--- src/rtl/user_io_pkg.sv ---
// Shared types and constants for the User IO <-> AXI-Stream lane channel.
package user_io_pkg;

    localparam int         AXI_DW   = 64;
    localparam logic [7:0] KEEP_ALL = 8'hFF;

    // Enumerator names carry a TX_/RX_ prefix because both enums share this scope.
    typedef enum logic {
        TX_IDLE,
        TX_SEND
    } tx_state_t;

    typedef enum logic [1:0] {
        RX_IDLE,
        RX_ASM,
        RX_DISCARD
    } rx_state_t;

    // Number of AXI beats needed to carry one user word.
    function automatic int beats(input int width);
        return width / AXI_DW;
    endfunction

endpackage

--- src/rtl/user_io_sync_fifo.sv ---
// Single-clock FIFO with a registered occupancy count and a synchronous flush.
// A push and a pop in the same cycle both succeed, even when the FIFO is full.
module user_io_sync_fifo #(
    parameter int WIDTH = 64,
    parameter int DEPTH = 8
) (
    input  logic                     clk,
    input  logic                     reset,
    input  logic                     flush,
    input  logic                     wr_en,
    input  logic [WIDTH-1:0]         wr_data,
    input  logic                     rd_en,
    output logic [WIDTH-1:0]         rd_data,
    output logic [$clog2(DEPTH):0]   count
);

    localparam int AW = $clog2(DEPTH);

    logic [WIDTH-1:0] mem_q [DEPTH];
    logic [AW-1:0]    wr_ptr_q, wr_ptr_d;
    logic [AW-1:0]    rd_ptr_q, rd_ptr_d;
    logic [AW:0]      count_q, count_d;
    logic             full, empty, do_wr, do_rd;

    assign empty   = (count_q == '0);
    assign full    = (count_q == (AW+1)'(DEPTH));
    assign do_rd   = rd_en && !empty;
    assign do_wr   = wr_en && (!full || do_rd);
    assign rd_data = mem_q[rd_ptr_q];
    assign count   = count_q;

    // Pointer and count update; flush wins over any access in the same cycle.
    always_comb begin
        wr_ptr_d = wr_ptr_q;
        rd_ptr_d = rd_ptr_q;
        count_d  = count_q;
        if (flush) begin
            wr_ptr_d = '0;
            rd_ptr_d = '0;
            count_d  = '0;
        end else begin
            if (do_wr) wr_ptr_d = wr_ptr_q + AW'(1);
            if (do_rd) rd_ptr_d = rd_ptr_q + AW'(1);
            count_d = count_q + (AW+1)'(do_wr) - (AW+1)'(do_rd);
        end
    end

    // Control state registers.
    always_ff @(posedge clk or posedge reset) begin
        if (reset) begin
            wr_ptr_q <= '0;
            rd_ptr_q <= '0;
            count_q  <= '0;
        end else begin
            wr_ptr_q <= wr_ptr_d;
            rd_ptr_q <= rd_ptr_d;
            count_q  <= count_d;
        end
    end

    // Storage array; no reset needed since reads are gated by the count.
    always_ff @(posedge clk) begin
        if (do_wr && !flush) mem_q[wr_ptr_q] <= wr_data;
    end

endmodule

--- src/rtl/user_io_axi_chan.sv ---
// Single-lane User IO <-> AXI-Stream channel: request words are serialised into
// tlast-framed packets of 64-bit beats, RX packets are reassembled into response
// words. Optional error counter port o_err_cnt under USER_IO_AXI_ERRCNT_EN.
//
//  state       | meaning
//  TX_IDLE     | no packet in flight; load next request word when channel is up
//  TX_SEND     | presenting beat beat_q of word_q; advances on tvalid & tready
//  RX_IDLE     | waiting for beat 0 of a packet
//  RX_ASM      | collecting beats 1..N-1 into the assembly register
//  RX_DISCARD  | overlong packet; drop beats until the next tlast
module user_io_axi_chan
    import user_io_pkg::*;
#(
    parameter int UIO_PORTS_WIDTH = 128,
    parameter int RQ_DEPTH        = 16,
    parameter int RS_DEPTH        = 8,
    parameter int AFULL_SLACK     = 4
) (
    input  logic                       clk,
    input  logic                       reset,
    input  logic                       i_stat_chan_up,
    input  logic                       uio_rq_vld,
    input  logic [UIO_PORTS_WIDTH-1:0] uio_rq_data,
    output logic                       uio_rq_afull,
    output logic [7:0]                 o_s_axi_tx_tkeep,
    output logic [63:0]                o_s_axi_tx_tdata,
    output logic                       o_s_axi_tx_tlast,
    output logic                       o_s_axi_tx_tvalid,
    input  logic                       i_s_axi_tx_tready,
    input  logic [7:0]                 i_m_axi_rx_tkeep,
    input  logic [63:0]                i_m_axi_rx_tdata,
    input  logic                       i_m_axi_rx_tlast,
    input  logic                       i_m_axi_rx_tvalid,
    output logic                       uio_rs_vld,
    output logic [UIO_PORTS_WIDTH-1:0] uio_rs_data,
    input  logic                       uio_rs_afull
`ifdef USER_IO_AXI_ERRCNT_EN
    ,output logic [15:0]               o_err_cnt
`endif
);

    localparam int             N         = beats(UIO_PORTS_WIDTH);
    localparam int             BW        = (N > 1) ? $clog2(N) : 1;
    localparam logic [BW-1:0]  LAST_BEAT = BW'(N - 1);
    localparam int             RQ_CW     = $clog2(RQ_DEPTH) + 1;
    localparam int             RS_CW     = $clog2(RS_DEPTH) + 1;

    logic                       rq_wr, rq_pop, rq_empty;
    logic [UIO_PORTS_WIDTH-1:0] rq_rd_data;
    logic [RQ_CW-1:0]           rq_count;
    logic                       rs_push, rs_pop, rs_empty;
    logic [UIO_PORTS_WIDTH-1:0] rs_word, rs_rd_data;
    logic [RS_CW-1:0]           rs_count;

    tx_state_t                  tx_q, tx_d;
    logic [UIO_PORTS_WIDTH-1:0] word_q, word_d;
    logic [BW-1:0]              beat_q, beat_d;
    rx_state_t                  rx_q, rx_d;
    logic [UIO_PORTS_WIDTH-1:0] asm_q, asm_d;
    logic [BW-1:0]              rbeat_q, rbeat_d;
    logic                       uio_rq_afull_q, uio_rq_afull_d;
    logic                       uio_rs_vld_q, uio_rs_vld_d;
    logic [UIO_PORTS_WIDTH-1:0] uio_rs_data_q, uio_rs_data_d;

    // While the channel is down the request FIFO is held empty and writes are ignored.
    assign rq_wr    = uio_rq_vld && i_stat_chan_up;
    assign rq_empty = (rq_count == '0);
    assign rs_empty = (rs_count == '0);
    assign rs_pop   = !rs_empty && !uio_rs_afull;

    user_io_sync_fifo #(.WIDTH(UIO_PORTS_WIDTH), .DEPTH(RQ_DEPTH)) u_rq_fifo (
        .clk     (clk),
        .reset   (reset),
        .flush   (!i_stat_chan_up),
        .wr_en   (rq_wr),
        .wr_data (uio_rq_data),
        .rd_en   (rq_pop),
        .rd_data (rq_rd_data),
        .count   (rq_count)
    );

    user_io_sync_fifo #(.WIDTH(UIO_PORTS_WIDTH), .DEPTH(RS_DEPTH)) u_rs_fifo (
        .clk     (clk),
        .reset   (reset),
        .flush   (1'b0),
        .wr_en   (rs_push),
        .wr_data (rs_word),
        .rd_en   (rs_pop),
        .rd_data (rs_rd_data),
        .count   (rs_count)
    );

    // TX next state: load a word, step beats on handshake, reload on the last beat.
    always_comb begin
        tx_d   = tx_q;
        word_d = word_q;
        beat_d = beat_q;
        rq_pop = 1'b0;
        if (!i_stat_chan_up) begin
            tx_d   = TX_IDLE;
            beat_d = '0;
        end else begin
            case (tx_q)
                TX_IDLE: begin
                    if (!rq_empty) begin
                        rq_pop = 1'b1;
                        word_d = rq_rd_data;
                        beat_d = '0;
                        tx_d   = TX_SEND;
                    end
                end
                TX_SEND: begin
                    if (i_s_axi_tx_tready) begin
                        if (beat_q == LAST_BEAT) begin
                            beat_d = '0;
                            if (!rq_empty) begin
                                rq_pop = 1'b1;
                                word_d = rq_rd_data;
                            end else begin
                                tx_d = TX_IDLE;
                            end
                        end else begin
                            beat_d = beat_q + BW'(1);
                        end
                    end
                end
                default: tx_d = TX_IDLE;
            endcase
        end
    end

    // TX outputs are decoded from registered state only.
    always_comb begin
        o_s_axi_tx_tvalid = (tx_q == TX_SEND);
        o_s_axi_tx_tkeep  = '0;
        o_s_axi_tx_tdata  = '0;
        o_s_axi_tx_tlast  = 1'b0;
        if (tx_q == TX_SEND) begin
            o_s_axi_tx_tkeep = KEEP_ALL;
            o_s_axi_tx_tdata = word_q[int'(beat_q)*AXI_DW +: AXI_DW];
            o_s_axi_tx_tlast = (beat_q == LAST_BEAT);
        end
    end

    // RX framing: assemble beats, push complete words, drop malformed packets.
    always_comb begin
        rx_d    = rx_q;
        rbeat_d = rbeat_q;
        asm_d   = asm_q;
        rs_push = 1'b0;
        rs_word = asm_q;
        rs_word[int'(rbeat_q)*AXI_DW +: AXI_DW] = i_m_axi_rx_tdata;
        if (!i_stat_chan_up) begin
            rx_d    = RX_IDLE;
            rbeat_d = '0;
            asm_d   = '0;
        end else if (i_m_axi_rx_tvalid) begin
            case (rx_q)
                RX_IDLE, RX_ASM: begin
                    if (i_m_axi_rx_tkeep != KEEP_ALL) begin
                        rx_d    = RX_IDLE;
                        rbeat_d = '0;
                    end else if (i_m_axi_rx_tlast) begin
                        rs_push = (rbeat_q == LAST_BEAT);
                        rx_d    = RX_IDLE;
                        rbeat_d = '0;
                    end else if (rbeat_q == LAST_BEAT) begin
                        rx_d    = RX_DISCARD;
                        rbeat_d = '0;
                    end else begin
                        asm_d   = rs_word;
                        rbeat_d = rbeat_q + BW'(1);
                        rx_d    = RX_ASM;
                    end
                end
                RX_DISCARD: begin
                    if (i_m_axi_rx_tlast) rx_d = RX_IDLE;
                end
                default: rx_d = RX_IDLE;
            endcase
        end
    end

    // Registered status and response outputs; response data holds between pops.
    always_comb begin
        uio_rq_afull_d = (rq_count >= RQ_CW'(RQ_DEPTH - AFULL_SLACK)) || !i_stat_chan_up;
        uio_rs_vld_d   = rs_pop;
        uio_rs_data_d  = rs_pop ? rs_rd_data : uio_rs_data_q;
    end

    // State registers for both FSMs and the registered outputs.
    always_ff @(posedge clk or posedge reset) begin
        if (reset) begin
            tx_q           <= TX_IDLE;
            word_q         <= '0;
            beat_q         <= '0;
            rx_q           <= RX_IDLE;
            asm_q          <= '0;
            rbeat_q        <= '0;
            uio_rq_afull_q <= 1'b1;
            uio_rs_vld_q   <= 1'b0;
            uio_rs_data_q  <= '0;
        end else begin
            tx_q           <= tx_d;
            word_q         <= word_d;
            beat_q         <= beat_d;
            rx_q           <= rx_d;
            asm_q          <= asm_d;
            rbeat_q        <= rbeat_d;
            uio_rq_afull_q <= uio_rq_afull_d;
            uio_rs_vld_q   <= uio_rs_vld_d;
            uio_rs_data_q  <= uio_rs_data_d;
        end
    end

    assign uio_rq_afull = uio_rq_afull_q;
    assign uio_rs_vld   = uio_rs_vld_q;
    assign uio_rs_data  = uio_rs_data_q;

`ifdef USER_IO_AXI_ERRCNT_EN
    logic        rq_ovf, rs_ovf, rx_frame_err;
    logic [16:0] err_sum;
    logic [15:0] err_cnt_q, err_cnt_d;

    // Framing faults and RS overflow are mutually exclusive; an RQ drop can coincide.
    always_comb begin
        rq_ovf       = rq_wr && (rq_count == RQ_CW'(RQ_DEPTH)) && !rq_pop;
        rs_ovf       = rs_push && (rs_count == RS_CW'(RS_DEPTH)) && !rs_pop;
        rx_frame_err = i_stat_chan_up && i_m_axi_rx_tvalid && (rx_q != RX_DISCARD) &&
                       ((i_m_axi_rx_tkeep != KEEP_ALL) ||
                        (i_m_axi_rx_tlast && (rbeat_q != LAST_BEAT)) ||
                        (!i_m_axi_rx_tlast && (rbeat_q == LAST_BEAT)));
        err_sum      = {1'b0, err_cnt_q} + 17'(rq_ovf) + 17'(rs_ovf || rx_frame_err);
        err_cnt_d    = err_sum[16] ? 16'hFFFF : err_sum[15:0];
    end

    // Saturating error counter, cleared only by reset.
    always_ff @(posedge clk or posedge reset) begin
        if (reset) err_cnt_q <= '0;
        else       err_cnt_q <= err_cnt_d;
    end

    assign o_err_cnt = err_cnt_q;
`endif

endmodule

--- config.mk ---
export PLATFORM = sky130hd
export DESIGN_NAME = user_io_axi_chan
export DESIGN_NICKNAME = d
export VERILOG_FILES = /design/src/rtl/user_io_pkg.sv /design/src/rtl/user_io_sync_fifo.sv /design/src/rtl/user_io_axi_chan.sv
export SDC_FILE = /design/constraint.sdc
export NUM_CORES = 2
export LEC_CHECK = 0
export CAP_MARGIN = 20
export CORE_MARGIN = 1
export CORE_UTILIZATION = 45
export CTS_CLUSTER_DIAMETER = 200
export DETAILED_ROUTE_END_ITERATION = 8
export GPL_TIMING_DRIVEN = 0
export PLACE_DENSITY = 0.73
export SETUP_SLACK_MARGIN = 0.15
export SKIP_LAST_GASP = 1
export SYNTH_ARGS = -nofsm -noshare
export SYNTH_HDL_FRONTEND = slang
export SYNTH_SLANG_ARGS = --single-unit
--- constraint.sdc ---
create_clock -name clk -period 20.6 [get_ports clk]
set_input_delay 3.09 -clock clk [delete_from_list [all_inputs] [get_ports clk]]
set_output_delay 3.09 -clock clk [all_outputs]
set_load 0.1 [all_outputs]
==> results.sh <==
export IMPL_setup_tns_ps=0
export IMPL_setup_viol=0
export IMPL_drive_above_1_share_pct=26.8
export IMPL_yosysWarnings=0
export IMPL_syn_nets=6299
export IMPL_leakage_nw=50.4
export IMPL_fin_hold_ws_ps=482
export IMPL_clk_latency_ps=920
export IMPL_synth_area_sq_um=133000
export IMPL_clockBufferDepth=4
export IMPL_required_ps=17510
export IMPL_wl_um=354000
export IMPL_synth_async_reset_ratio_pct=11.9
export IMPL_synth_area_per_cell_sq_um=21.8
export IMPL_cts_sinks=3486
export IMPL_portBuffers=411
export IMPL_period_share_pct=36.8
export IMPL_pwr_share_seq_pct=42.6
export IMPL_status="finished, final reports clean"
export IMPL_internal_power_mw=13.4
export IMPL_cts_tree="yes"
export IMPL_die_h_um=545
export IMPL_ctsResizeCount=0
export IMPL_drtAntennaViolNets=0
export IMPL_synth_edf_count=3072
export IMPL_skew_ps=87.8
export IMPL_cp_arrival_ps=4480
export IMPL_relSlewSlack_pct=17.7
export IMPL_path_clk_slew_ps=60
export IMPL_io_pins=412
export IMPL_min_period_ps=7570
export IMPL_netSwitchingPower_mw=6.35
export IMPL_cts_buffers=347
export IMPL_dieArea_sq_um=297000
export IMPL_num_vias=68600
export IMPL_grt_overflow=0
export IMPL_critical_path_startpoint="beat_q"
export IMPL_drc=0
export IMPL_combinationalPowerShare_pct=24.6
export IMPL_critical_path_startpoint_type="flop"
export IMPL_viasPerCell=6.10
export IMPL_post_cts_buffers=0
export IMPL_clock_fmax_mhz=132
export IMPL_layout_nets=7260
export IMPL_crit_slowest_cell="clkdlybuf4s50_1"
export IMPL_crit_type="flop to output pin"
export IMPL_rsz0062_at_grt="no"
export IMPL_grt_max_degree=110
export IMPL_ys_types=51
export IMPL_hold_path_class="flop to flop"
export IMPL_tightest_slew_ps=1240
export IMPL_r2r_start="u_rq_fifo.count[2]"
export IMPL_maxCapViolCount=0
export IMPL_path_cells="clkbuf_1 -> clkbuf_1 -> mux2i_1 -> nor2b_1 -> clkdlybuf4s50_1"
export IMPL_antenna_found_initial=95
export IMPL_slew_viol_final=0
export IMPL_hp_start="asm_q[82]"
export IMPL_ir_drop_uv=192
export IMPL_sw_frac_of_total_pct=32.2
export IMPL_endpoint_kind="output pin"
export IMPL_cts_hold_buf=0
export IMPL_hpwlAfterDp_um=226000
export IMPL_drt_iter0_markers=9295
export IMPL_rr_worst_depth=17
export IMPL_postSynthCellCount=6068
export IMPL_grt_pass1_vias=68700
export IMPL_synth_seq_cells=3486
export IMPL_cp_slowest_stage_delay_ps=1290
export IMPL_seq_area_frac_synth_pct=77.4
export IMPL_die_w_um=545
export IMPL_grt_pass1_wl_um=500000
export IMPL_syn_to_final_growth_pct=18.3
export IMPL_core_area_sq_um=292000
export IMPL_hold_viol=0
export IMPL_p_clk_share_pct=32.8
export IMPL_cts_htree_levels=5
export IMPL_first_pass_iters=5
export IMPL_place_gp_congestion=0.800
export IMPL_ys_flop_type="edfxtp_1"
export IMPL_clockRootBuffer="clkbuf_16"
export IMPL_grt_use_total_pct=23.7
export IMPL_path_max_fanout=10
export IMPL_std_cell_rows=198
export IMPL_crit_top_cell="clkbuf_1"
export IMPL_hold_depth=1
export IMPL_start_util_pct=45.4
export IMPL_detail_route_wl_per_cell_um=31.5
export IMPL_p_per_area_nw_per_um2=126
[per-stage QoR]
stage                     std cells  total power [mW]  instance area [sq um]  util, %  worst slack (ps)
after floorplan                6068              11.6                 133000        -              5990
after global placement        10400              13.2                 141000     48.5             -7040
after detailed placement      10600              13.3                 145000     49.7             12700
after CTS                     11200              19.7                 157000     53.7             13190
after global routing          11200              20.2                 157000     53.7             12960
final                         11300              19.7                 157000     53.7             13030
[layer usage]
layer  wire [um]  global-route usage (%)
met1      128000                    31.4
met2      167000                    37.5
met3       44000                    6.51
met4       14200                    9.00
met5         414                       0
[synthesized netlist by cell type, drive strengths merged (10+ instances only)]
| cell | n | area [sq um] |
|---|---|---|
| clkbuf | 134 | 503 |
| edfxtp | 3072 | 92200 |
| nor2 | 146 | 548 |
| ha | 21 | 263 |
| nand2 | 52 | 195 |
| buf | 224 | 1250 |
| nand3 | 10 | 55.1 |
| inv | 26 | 97.6 |
| o22ai | 182 | 1140 |
| a21oi | 228 | 1140 |
| nor2b | 64 | 400 |
| mux2 | 221 | 2490 |
| a22o | 65 | 569 |
| dfrtp | 413 | 10300 |
| mux4 | 768 | 17300 |
| o221ai | 37 | 324 |
| and2 | 75 | 469 |
| mux2i | 267 | 2670 |
[placed cells by master (no fill, tap or decap), types with 40 or more instances in the layout]
cell type / count
clkdlybuf4s50_1: 411
buf_6: 110
dfrtp_1: 413
clkinv_2: 59
buf_12: 49
mux2i_1: 267
mux2_2: 219
nor2b_1: 64
nor2_1: 140
mux4_2: 768
clkbuf_16: 352
buf_16: 40
a22o_1: 65
and2_1: 67
nand2_1: 52
o22ai_1: 182
edfxtp_1: 3072
buf_2: 168
a21oi_1: 226
clkbuf_8: 43
clkbuf_1: 214
[worst paths after layout]
check	endpoint	slack, ps
max	o_s_axi_tx_tdata[58]	13030
min	asm_q[82]	480
max reg2reg	u_rq_fifo.count[4]	15670
min reg2reg	asm_q[82]	480
max in group asynchronous	word_q[40]	16300
min in group asynchronous	uio_rs_data[103]	2870
[state kept, by name (all words and copies together) (netlist names), 2 cells and up]
register	count
u_rq_fifo.mem_q	2048
u_rs_fifo.mem_q	1024
asm_q	128
uio_rs_data	128
word_q	128
u_rq_fifo.count	5
u_rq_fifo.rd_ptr_q	4
u_rq_fifo.wr_ptr_q	4
u_rs_fifo.count	4
u_rs_fifo.rd_ptr_q	3
u_rs_fifo.wr_ptr_q	3
rx_q	2
[power by group through the flow]
stage | combinational, mW | sequential [mW] | clock (mW)
after global placement | 4.67 | 8.54 | 0
after CTS | 4.85 | 8.39 | 6.50
after global routing | 5.06 | 8.40 | 6.78
after detailed placement | 4.81 | 8.53 | 0
final | 4.86 | 8.41 | 6.46
after floorplan | 2.40 | 9.21 | 0
[critical path, delay by kind of cell (launching register included)]
family	cells	cell delay (ps)
DFF	1	320
muxes	1	200
buffers and inverters	3	2330
and+or+nand+nor	1	710
[cells by family after synthesis]
kind of cell    count (synthesis)  synth area share [%]
mux                          1256                  16.9
simple gates                  383                  1.45
flops                        3486                  77.4
xor+xnor                       11                0.0727
compound gates                525                  2.47
fa+ha+maj                      23                 0.229
buf+inv                       384                  1.39
[area by class of cell]
class / count / area (sq um)
multi-input combinational: 2198 / 28200
clock buffer: 475 / 9700
fill: 21500 / 135000
clock inverter: 163 / 1960
tap: 3900 / 4880
buffer: 358 / 1750
sequential: 3486 / 103000
inverter: 26 / 105
antenna: 34 / 85.1
timing repair buffer: 612 / 7500
Power figures use the tool's default switching activity.
